## src/rtl/sfx_pkg.sv

```systemverilog
// rtl/sfx_pkg.sv - shared channel codes, state encoding and duration lookup for the sfx sequencer
package sfx_pkg;

    localparam logic [1:0] CH_NONE   = 2'd0;
    localparam logic [1:0] CH_SHEEP  = 2'd1;
    localparam logic [1:0] CH_SWORD  = 2'd2;
    localparam logic [1:0] CH_PLAYER = 2'd3;

    localparam logic [1:0] ST_IDLE = 2'd0;
    localparam logic [1:0] ST_PLAY = 2'd1;
    localparam logic [1:0] ST_COOL = 2'd2;

    // Channel codes double as priorities, so a numeric compare selects the winner.
    function automatic int unsigned ch_frames(input logic [1:0] ch,
                                              input int unsigned sheep,
                                              input int unsigned sword,
                                              input int unsigned player);
        case (ch)
            CH_SHEEP:  return sheep;
            CH_SWORD:  return sword;
            CH_PLAYER: return player;
            default:   return 0;
        endcase
    endfunction

endpackage

```

## src/rtl/sfx_edge_detect.sv

```systemverilog
// rtl/sfx_edge_detect.sv - registered rising-edge detector whose history resets to 1
module sfx_edge_detect (
    input  logic clk,
    input  logic reset,
    input  logic hit,
    output logic rise
);

    logic hit_q;

    // History resets high so a level held through reset is not taken as an edge.
    always_ff @(posedge clk) begin
        if (!reset) begin
            hit_q <= 1'b1;
        end else begin
            hit_q <= hit;
        end
    end

    assign rise = hit & ~hit_q;

endmodule

```

## src/rtl/sfx_event_sequencer.sv

```systemverilog
// rtl/sfx_event_sequencer.sv - turns collision levels into exclusive, frame-timed APU sound gates
module sfx_event_sequencer
    import sfx_pkg::*;
#(
    parameter int unsigned FRAME_BITS      = 6,
    parameter int unsigned SHEEP_FRAMES    = 8,
    parameter int unsigned SWORD_FRAMES    = 12,
    parameter int unsigned PLAYER_FRAMES   = 30,
    parameter int unsigned COOLDOWN_FRAMES = 4
) (
    input  logic       clk,
    input  logic       reset,
    input  logic       frame_end,
    input  logic       sheep_dragon_hit,
    input  logic       sword_dragon_hit,
    input  logic       player_dragon_hit,
    output logic       sheep_gate,
    output logic       sword_gate,
    output logic       player_gate,
    output logic [1:0] active_ch,
    output logic       busy
);

    localparam logic [FRAME_BITS-1:0] CNT_ONE   = FRAME_BITS'(1);
    localparam logic [FRAME_BITS-1:0] COOL_LOAD = FRAME_BITS'(COOLDOWN_FRAMES);

    logic                  sheep_edge, sword_edge, player_edge;
    logic [1:0]            win_ch;
    logic [FRAME_BITS-1:0] win_frames;
    logic                  take;
    logic [1:0]            state, nxt_state;
    logic [1:0]            last_ch, nxt_ch;
    logic [FRAME_BITS-1:0] cnt, nxt_cnt;

    sfx_edge_detect u_sheep_edge (
        .clk   (clk),
        .reset (reset),
        .hit   (sheep_dragon_hit),
        .rise  (sheep_edge)
    );

    sfx_edge_detect u_sword_edge (
        .clk   (clk),
        .reset (reset),
        .hit   (sword_dragon_hit),
        .rise  (sword_edge)
    );

    sfx_edge_detect u_player_edge (
        .clk   (clk),
        .reset (reset),
        .hit   (player_dragon_hit),
        .rise  (player_edge)
    );

    always_comb begin
        if (player_edge) begin
            win_ch = CH_PLAYER;
        end else if (sword_edge) begin
            win_ch = CH_SWORD;
        end else if (sheep_edge) begin
            win_ch = CH_SHEEP;
        end else begin
            win_ch = CH_NONE;
        end
    end

    assign win_frames = FRAME_BITS'(ch_frames(win_ch, SHEEP_FRAMES, SWORD_FRAMES, PLAYER_FRAMES));

    // last_ch is CH_NONE whenever idle, so the strict compare also covers a fresh start;
    // an equal channel only counts as a retrigger while actually playing.
    assign take = (win_ch != CH_NONE) &&
                  ((win_ch > last_ch) || ((state == ST_PLAY) && (win_ch == last_ch)));

    always_comb begin
        nxt_state = state;
        nxt_ch    = last_ch;
        nxt_cnt   = cnt;
        if (take) begin
            nxt_state = ST_PLAY;
            nxt_ch    = win_ch;
            nxt_cnt   = win_frames;
        end else if (frame_end && (state != ST_IDLE)) begin
            if (cnt == CNT_ONE) begin
                if ((state == ST_PLAY) && (COOLDOWN_FRAMES > 0)) begin
                    nxt_state = ST_COOL;
                    nxt_cnt   = COOL_LOAD;
                end else begin
                    nxt_state = ST_IDLE;
                    nxt_ch    = CH_NONE;
                    nxt_cnt   = '0;
                end
            end else if (cnt != '0) begin
                nxt_cnt = cnt - CNT_ONE;
            end
        end
    end

    always_ff @(posedge clk) begin
        if (!reset) begin
            state       <= ST_IDLE;
            last_ch     <= CH_NONE;
            cnt         <= '0;
            sheep_gate  <= 1'b0;
            sword_gate  <= 1'b0;
            player_gate <= 1'b0;
            active_ch   <= CH_NONE;
            busy        <= 1'b0;
        end else begin
            state       <= nxt_state;
            last_ch     <= nxt_ch;
            cnt         <= nxt_cnt;
            sheep_gate  <= (nxt_state == ST_PLAY) && (nxt_ch == CH_SHEEP);
            sword_gate  <= (nxt_state == ST_PLAY) && (nxt_ch == CH_SWORD);
            player_gate <= (nxt_state == ST_PLAY) && (nxt_ch == CH_PLAYER);
            active_ch   <= (nxt_state == ST_PLAY) ? nxt_ch : CH_NONE;
            busy        <= (nxt_state != ST_IDLE);
        end
    end

endmodule
```

## config.mk

```make
export PLATFORM = sky130hd
export DESIGN_NAME = sfx_event_sequencer
export DESIGN_NICKNAME = d
export VERILOG_FILES = /design/src/rtl/sfx_pkg.sv /design/src/rtl/sfx_edge_detect.sv /design/src/rtl/sfx_event_sequencer.sv
export SDC_FILE = /design/constraint.sdc
export NUM_CORES = 1
export LEC_CHECK = 0
export CAP_MARGIN = 10
export CORE_UTILIZATION = 48
export DETAILED_ROUTE_END_ITERATION = 16
export PLACE_DENSITY = 0.84
export SETUP_SLACK_MARGIN = 0.15
export SYNTH_ARGS = -nofsm -noshare
export SYNTH_HDL_FRONTEND = slang
export SYNTH_SLANG_ARGS = --single-unit
```

## constraint.sdc

```tcl
create_clock -name clk -period 1.86 [get_ports clk]
set_clock_uncertainty 0.05 [all_clocks]
set_input_delay 0.279 -clock clk [delete_from_list [all_inputs] [get_ports clk]]
set_output_delay 0.279 -clock clk [all_outputs]
set_load 0.03 [all_outputs]
```

==> flow_summary.yaml, run 1 <==
power_and_ir_drop:
  total_power_mw: 1.06
  p_switching_mw: 0.374
  vdd_drop_max_uv: 576
  swShare: 0.352
  p_int_mw: 0.688
  pwr-share-clk: 0.223
  total_leakage_power_nw: 0.607
  p_comb_frac: 0.339
  power_density_nw_per_um2: 686
  seq_power_share: 0.438
sta:
  fmax_ghz: 0.511
  slew-limit-headroom: 0.714
  period_share: 1.05
  setup_violations: 10
  setup_tns_ns: -0.438
  slew_violations: 0
  post-route-min-period_ns: 1.96
  rsz0062_at_grt: "true"
  finalHoldWorstSlack_ns: 0.254
  finalHoldViolCount: 0
  tightest_slew_ns: 0.426
  setup_ws_ns: -0.0966
drt:
  ant_nets: 0
  routed_wl_mm: 3.31
  wl_per_cell_um: 18.1
  drtPass1Iterations: 4
  drc: 0
  vias: 1077
  viasPerCell: 5.89
  drt_iter0_drc: 20
logic_synthesis:
  synthAdderAreaFrac: 0.0507
  yosys_warnings: 0
  syn-num-nets: 124
  ys_types: 34
  syn_area_sq_um: 987
  synth_compound_area_frac: 0.169
  async_reset_ff_frac: 0
  ys_top_cells_by_count: "dfxtp_1 (19), nor2_1 (16), inv_1 (7)"
  synth_top_area_frac: 0.385
  synth.most_common_cell: "dfxtp_1"
  ys_ff_latch: 19
  synth_top_family_by_area: "simple AND/OR/NAND/NOR gates"
  synth-simple-area-share: 0.286
  synth_top_area_cell: "dfxtp_1"
  yosysSeqAreaShare: 0.385
  syn-instance-count: 114
  synth_edf_count: 0
  synth_area_per_cell_sq_um: 8.66
  synthXorXnorAreaFrac: 0
  synth_mux_area_frac: 0.0748
  synth_area_leaders: "dfxtp_1 (39%), nor2_1 (6.1%), ha_1 (5.1%)"
  ys.flop_type: "dfxtp_1"
finish:
  nFillCells: 110
  drive_gt1_frac: 0.474
  area_growth_pct: 57.0
  antennaDiodeCount: 0
  finalNetCount: 167
grt:
  grt_first_pass_wirelength_mm: 4.13
  groute.usage.overall: 0.272
  grt-ovfl-total: 0
  grt_max_degree: 12
  antenna_found_initial: 0
  grt_pass1_vias: 950
critical_path:
  crit_type: "reg2reg"
  r2r-start: "u_player_edge.hit_q"
  startpoint: "u_player_edge.hit_q"
  rrSetupSlack_ns: -0.1
  cp_max_fo: 8
  worstRegToRegCells: 10
  worstSetupEndpoint: "cnt[1]"
  end_kind: "register"
  required_ns: 2.04
  r2r_end: "cnt[1]"
  cp.arrival_ns: 2.13
  cp-start-kind: "register"
floorplanning:
  fp.coreArea_sq_um: 1940
  fp.dieArea_sq_um: 2240
  start_util: 0.508
  die_y_um: 47.4
  ioPinCount: 12
  die_x_um: 47.4
  rows: 16
clock_tree:
  htree_num_levels: 1
  path_clk_slew_ns: 0.13
  cts_tree: "done"
  clock-sinks: 19
  clock_path_buffers: 2
  clockRootBuffer: "clkbuf_4"
  insertion_delay_ns: 0.32
  cts_hold_buf: 0
  cts-buffers-inserted: 3
outcome:
  violations: "negative setup slack"
  status: "finished, violations left"
place:
  io_buffers: 11
  gp_congestion: 0.889
  dp_hpwl_mm: 1.88
min_path:
  hp-class: "in2reg"
flow_run:
  maxCapViolations: 0
==> how the worst min path moves through the flow <==
stage	from	to	cells after the start
final	player_dragon_hit	u_player_edge.hit_q	2
after global placement	state[0]	state[0]	2
after global routing	player_dragon_hit	u_player_edge.hit_q	2
after detailed placement	state[0]	state[0]	2
after CTS	player_dragon_hit	u_player_edge.hit_q	2
after floorplan	reset	u_player_edge.hit_q	1
==> cell usage in the layout, fill, tap and decap left out, types with 3 or more instances in the layout <==
master and n:
nand2_1 3, nor2_2 5, clkdlybuf4s50_1 9, nand3_2 3, o21ai_1 4, inv_1 4
mux2i_1 4, o22ai_1 5, and2_1 3, clkbuf_4 3, dfxtp_1 16, nand2b_1 6
inv_2 3, buf_4 23, buf_6 5, nor2_1 11, a21oi_1 3, o21ai_0 3
==> routing by layer <==
metal,GRT usage,wire [um]
met4,0.137,114
met1,0.272,1260
met5,0,0
met2,0.499,1780
met3,0.0846,162
==> kinds of logic after synthesis <==
logic type | Yosys count
compound gates | 24
fa+ha+maj | 4
buf+inv | 8
flops | 19
mux | 7
simple gates | 52
==> stage by stage <==
step	worst slack, ns	cells	utilization	instance area (sq um)
4_1_cts	-0.0467	183	0.755	1470
2_1_floorplan	0.0490	114	-	1050
3_5_place_dp	-0.447	168	0.675	1310
5_1_grt	-0.150	183	0.798	1550
3_3_place_gp	-0.407	168	0.675	1310
6_report	-0.0966	183	0.798	1550
==> flip-flops by register name, indices dropped and copies added (netlist names) <==
name	flops
active_ch	2
u_sheep_edge.hit_q	1
u_sword_edge.hit_q	1
last_ch	2
cnt	6
busy	1
sheep_gate	1
u_player_edge.hit_q	1
state	2
sword_gate	1
player_gate	1
==> timing repair <==
action | CTS | global route
setup buffers | 11 | 0
pin swaps | 8 | 12
resized for setup | 15 | 23
gates cloned | 0 | 0
setup endpoints to repair | 16 | 16
==> power groups by stage <==
stage / Clock, mW / Combinational (mW) / Sequential, mW
after floorplan: 0 / 0.163 / 0.474
after detailed placement: 0 / 0.266 / 0.466
after CTS: 0.227 / 0.305 / 0.462
after global routing: 0.249 / 0.379 / 0.468
final: 0.237 / 0.361 / 0.466
after global placement: 0 / 0.252 / 0.464
==> final cells by class <==
| cell class | instances | area [sq um] | area share |
|---|---|---|---|
| clock buffer | 3 | 22.5 | 0.0145 |
| clock inverter | 1 | 5.00 | 0.00323 |
| inverter | 7 | 26.3 | 0.0169 |
| multi-input combinational | 87 | 739 | 0.477 |
| sequential | 19 | 387 | 0.249 |
| tap | 27 | 33.8 | 0.0218 |
| timing repair buffer | 39 | 337 | 0.217 |
==> critical path: stages (launching register included) <==
cell	delay (ns)
dfxtp_1	0.33
and2b_4	0.19
nor2_4	0.07
inv_2	0.06
ha_4	0.28
nand3_2	0.06
mux2_4	0.34
nand2_8	0.12
buf_4	0.12
mux2i_1	0.19
nor2_1	0.07
Note: power is estimated with default switching activity, not from simulation.
==> run 2, diff against run 1 <==
--- a/config.mk
+++ b/config.mk
@@ -8,6 +8,7 @@
 export CAP_MARGIN = 10
 export CORE_UTILIZATION = 48
 export DETAILED_ROUTE_END_ITERATION = 16
+export GPL_ROUTABILITY_DRIVEN = 0
 export PLACE_DENSITY = 0.84
 export SETUP_SLACK_MARGIN = 0.15
 export SYNTH_ARGS = -nofsm -noshare
==> results of run 2 <==
The final DEF is identical to that of run 1; final timing and power are the same.
==> run 3, diff against run 2 <==
--- a/config.mk
+++ b/config.mk
@@ -6,10 +6,11 @@
 export NUM_CORES = 1
 export LEC_CHECK = 0
 export CAP_MARGIN = 10
-export CORE_UTILIZATION = 48
+export CORE_UTILIZATION = 55
 export DETAILED_ROUTE_END_ITERATION = 16
 export GPL_ROUTABILITY_DRIVEN = 0
-export PLACE_DENSITY = 0.84
+export PLACE_DENSITY = 0.9
+export RECOVER_POWER = 25
 export SETUP_SLACK_MARGIN = 0.15
 export SYNTH_ARGS = -nofsm -noshare
 export SYNTH_HDL_FRONTEND = slang
==> constraint.sdc (replaced) <==
create_clock -name clk -period 2.3 [get_ports clk]
set_clock_uncertainty 0.05 [all_clocks]
set_input_delay 0.345 -clock clk [delete_from_list [all_inputs] [get_ports clk]]
set_output_delay 0.345 -clock clk [all_outputs]
set_load 0.03 [all_outputs]
==> run 3 against run 2 <==
The run now ends clean; final cell count shrank 10%; die area shrank 12%; combinational power shrank 40%; flip-flop and latch count is the same; sequential power shrank 20%; power shrank 28%; critical endpoint unchanged; largest cell class unchanged; highest routed layer unchanged.
==> flow_summary.yaml, run 3 (synthesis gave the netlist of run 1 again) <==
floorplanning:
  ioPinCount: 12
  die_y_um: 44.4
  fp.coreArea_sq_um: 1590
  start_util: 0.619
  fp.dieArea_sq_um: 1970
  die_x_um: 44.4
  rows: 14
sta:
  fmax_ghz: 0.468
  rsz0062_at_grt: "true"
  setup_ws_ns: 0.162
  setup_tns_ns: 0
  tightest_slew_ns: 0.536
  period_share: 0.930
  setup_violations: 0
  slew_violations: 0
  finalHoldWorstSlack_ns: 0.498
  slew-limit-headroom: 0.640
  finalHoldViolCount: 0
  post-route-min-period_ns: 2.14
drt:
  ant_nets: 0
  wl_per_cell_um: 14.9
  drc: 0
  drtPass1Iterations: 4
  routed.top_layer: "met4"
  vias: 941
  routed_wl_mm: 2.44
  dr_wl_met3_um: 122
  drt_iter0_drc: 24
  viasPerCell: 5.74
  wl_met2_mm: 1.20
  wl_met1_mm: 1.07
finish:
  drive_gt1_frac: 0.257
  final_common_cell: "dfxtp_1"
  final-seq-area_sq_um: 380
  layout_common_cells: "dfxtp_1 (19), nor2_1 (14), buf_4 (10), inv_1 (7), clkdlybuf4s50_1 (7)"
  nFillCells: 98
  antennaDiodeCount: 0
  largest_register: "cnt"
  area_growth_pct: 29.5
  largest_register_ffs: 6
  stdcell_count: 164
  finalNetCount: 151
  multi_input_area_sq_um: 614
grt:
  grt_first_pass_wirelength_mm: 3.88
  antenna_found_initial: 0
  grt-ovfl-total: 0
  grt_max_degree: 12
  grt_pass1_vias: 936
  groute.usage.overall: 0.272
place:
  io_buffers: 11
  pre_cts_slack_ns: -0.202
  numPlacedInstances: 160
  dp_hpwl_mm: 1.65
critical_path:
  r2r_end: "cnt[1]"
  crit_type: "in2reg"
  cp_top_family: "buffers and inverters"
  worstRegToRegCells: 10
  worstPathCellList: "clkdlybuf4s50_1 -> and2b_4 -> nor2_2 -> inv_1 -> ha_4 -> nand3_1 -> mux2_4 -> nand2_4 -> buf_6 -> mux2i_1 -> nor2_1"
  r2r-start: "u_player_edge.hit_q"
  cp.arrival_ns: 2.27
  cp-start-kind: "input pin"
  required_ns: 2.44
  cpMaxStageDelayCell: "clkdlybuf4s50_1"
  max_stage_delay_ns: 0.41
  end_kind: "register"
  cp_max_fo: 5
  path_buf_inv: 3
  rrSetupSlack_ns: 0.29
clock_tree:
  cts_tree: "done"
  htree_num_levels: 1
  path_clk_slew_ns: 0.12
  cts-buffers-inserted: 3
  cts_setup_buffers: 0
  clockRootBuffer: "clkbuf_4"
  insertion_delay_ns: 0.31
  clock_path_buffers: 2
  clock-sinks: 19
  cts_hold_buf: 0
power_and_ir_drop:
  total_leakage_power_nw: 0.511
  vdd_drop_max_uv: 479
  power_density_nw_per_um2: 598
min_path:
  min_to: "sword_gate"
  hold_depth: 2
  min-delay-start: "last_ch[1]"
  hp-class: "reg2reg"
flow_run:
  maxCapViolations: 0
outcome:
  status: "finished, final reports clean"
==> run 3: power breakdown <==
group	total (mW)	switching [mW]	internal (mW)	leakage, nW
clock network	0.177	0.112	0.0649	0.0177
registers	0.373	0.0220	0.351	0.155
logic	0.215	0.116	0.0995	0.338
total	0.765	0.249	0.515	0.511
==> run 3: layer usage <==
| layer | global-route usage | up-vias |
|---|---|---|
| li1 | - | 454 |
| met1 | 0.323 | 443 |
| met2 | 0.462 | 38 |
| met3 | 0.0571 | 6 |
| met4 | 0.133 | 0 |
| met5 | 0 | - |
==> run 3: worst max-delay path by stage <==
stage | startpoint | endpoint | slack, ns | depth (start not counted)
after floorplan | player_dragon_hit | active_ch[1] | 0.36 | 10
after global placement | player_dragon_hit | cnt[2] | -0.12 | 11
after detailed placement | player_dragon_hit | cnt[1] | -0.20 | 11
after CTS | player_dragon_hit | last_ch[0] | 0.17 | 10
after global routing | player_dragon_hit | cnt[1] | 0.13 | 11
final | player_dragon_hit | cnt[1] | 0.16 | 11
==> run 3: cell type report <==
class	instances	area share
clock inverter	1	0.00391
sequential	19	0.297
inverter	7	0.0205
clock buffer	3	0.0176
multi-input combinational	87	0.480
tap	24	0.0235
timing repair buffer	23	0.157
==> run 3: tightest hold or removal path: cells and delay by family (launching register included) <==
family | cells | cell delay [ns]
AND/OR/NAND/NOR | 1 | 0.09
AO/OA/AOI/OAI | 1 | 0.07
flip-flops | 1 | 0.35
==> run 3: per-stage QoR <==
step | power, mW | instance area (sq um) | util
final | 0.765 | 1280 | 0.802
after global routing | 0.801 | 1280 | 0.802
after CTS | 0.740 | 1240 | 0.778
after detailed placement | 0.566 | 1210 | 0.759
after global placement | 0.557 | 1210 | 0.759
after floorplan | 0.497 | 987 | -
==> run 3: timing repair <==
item                       4_1_cts  5_1_grt
setup endpoints to repair        7       15
pin swaps                        0        1
gates resized for setup          1       11
hold endpoints to repair         0        0
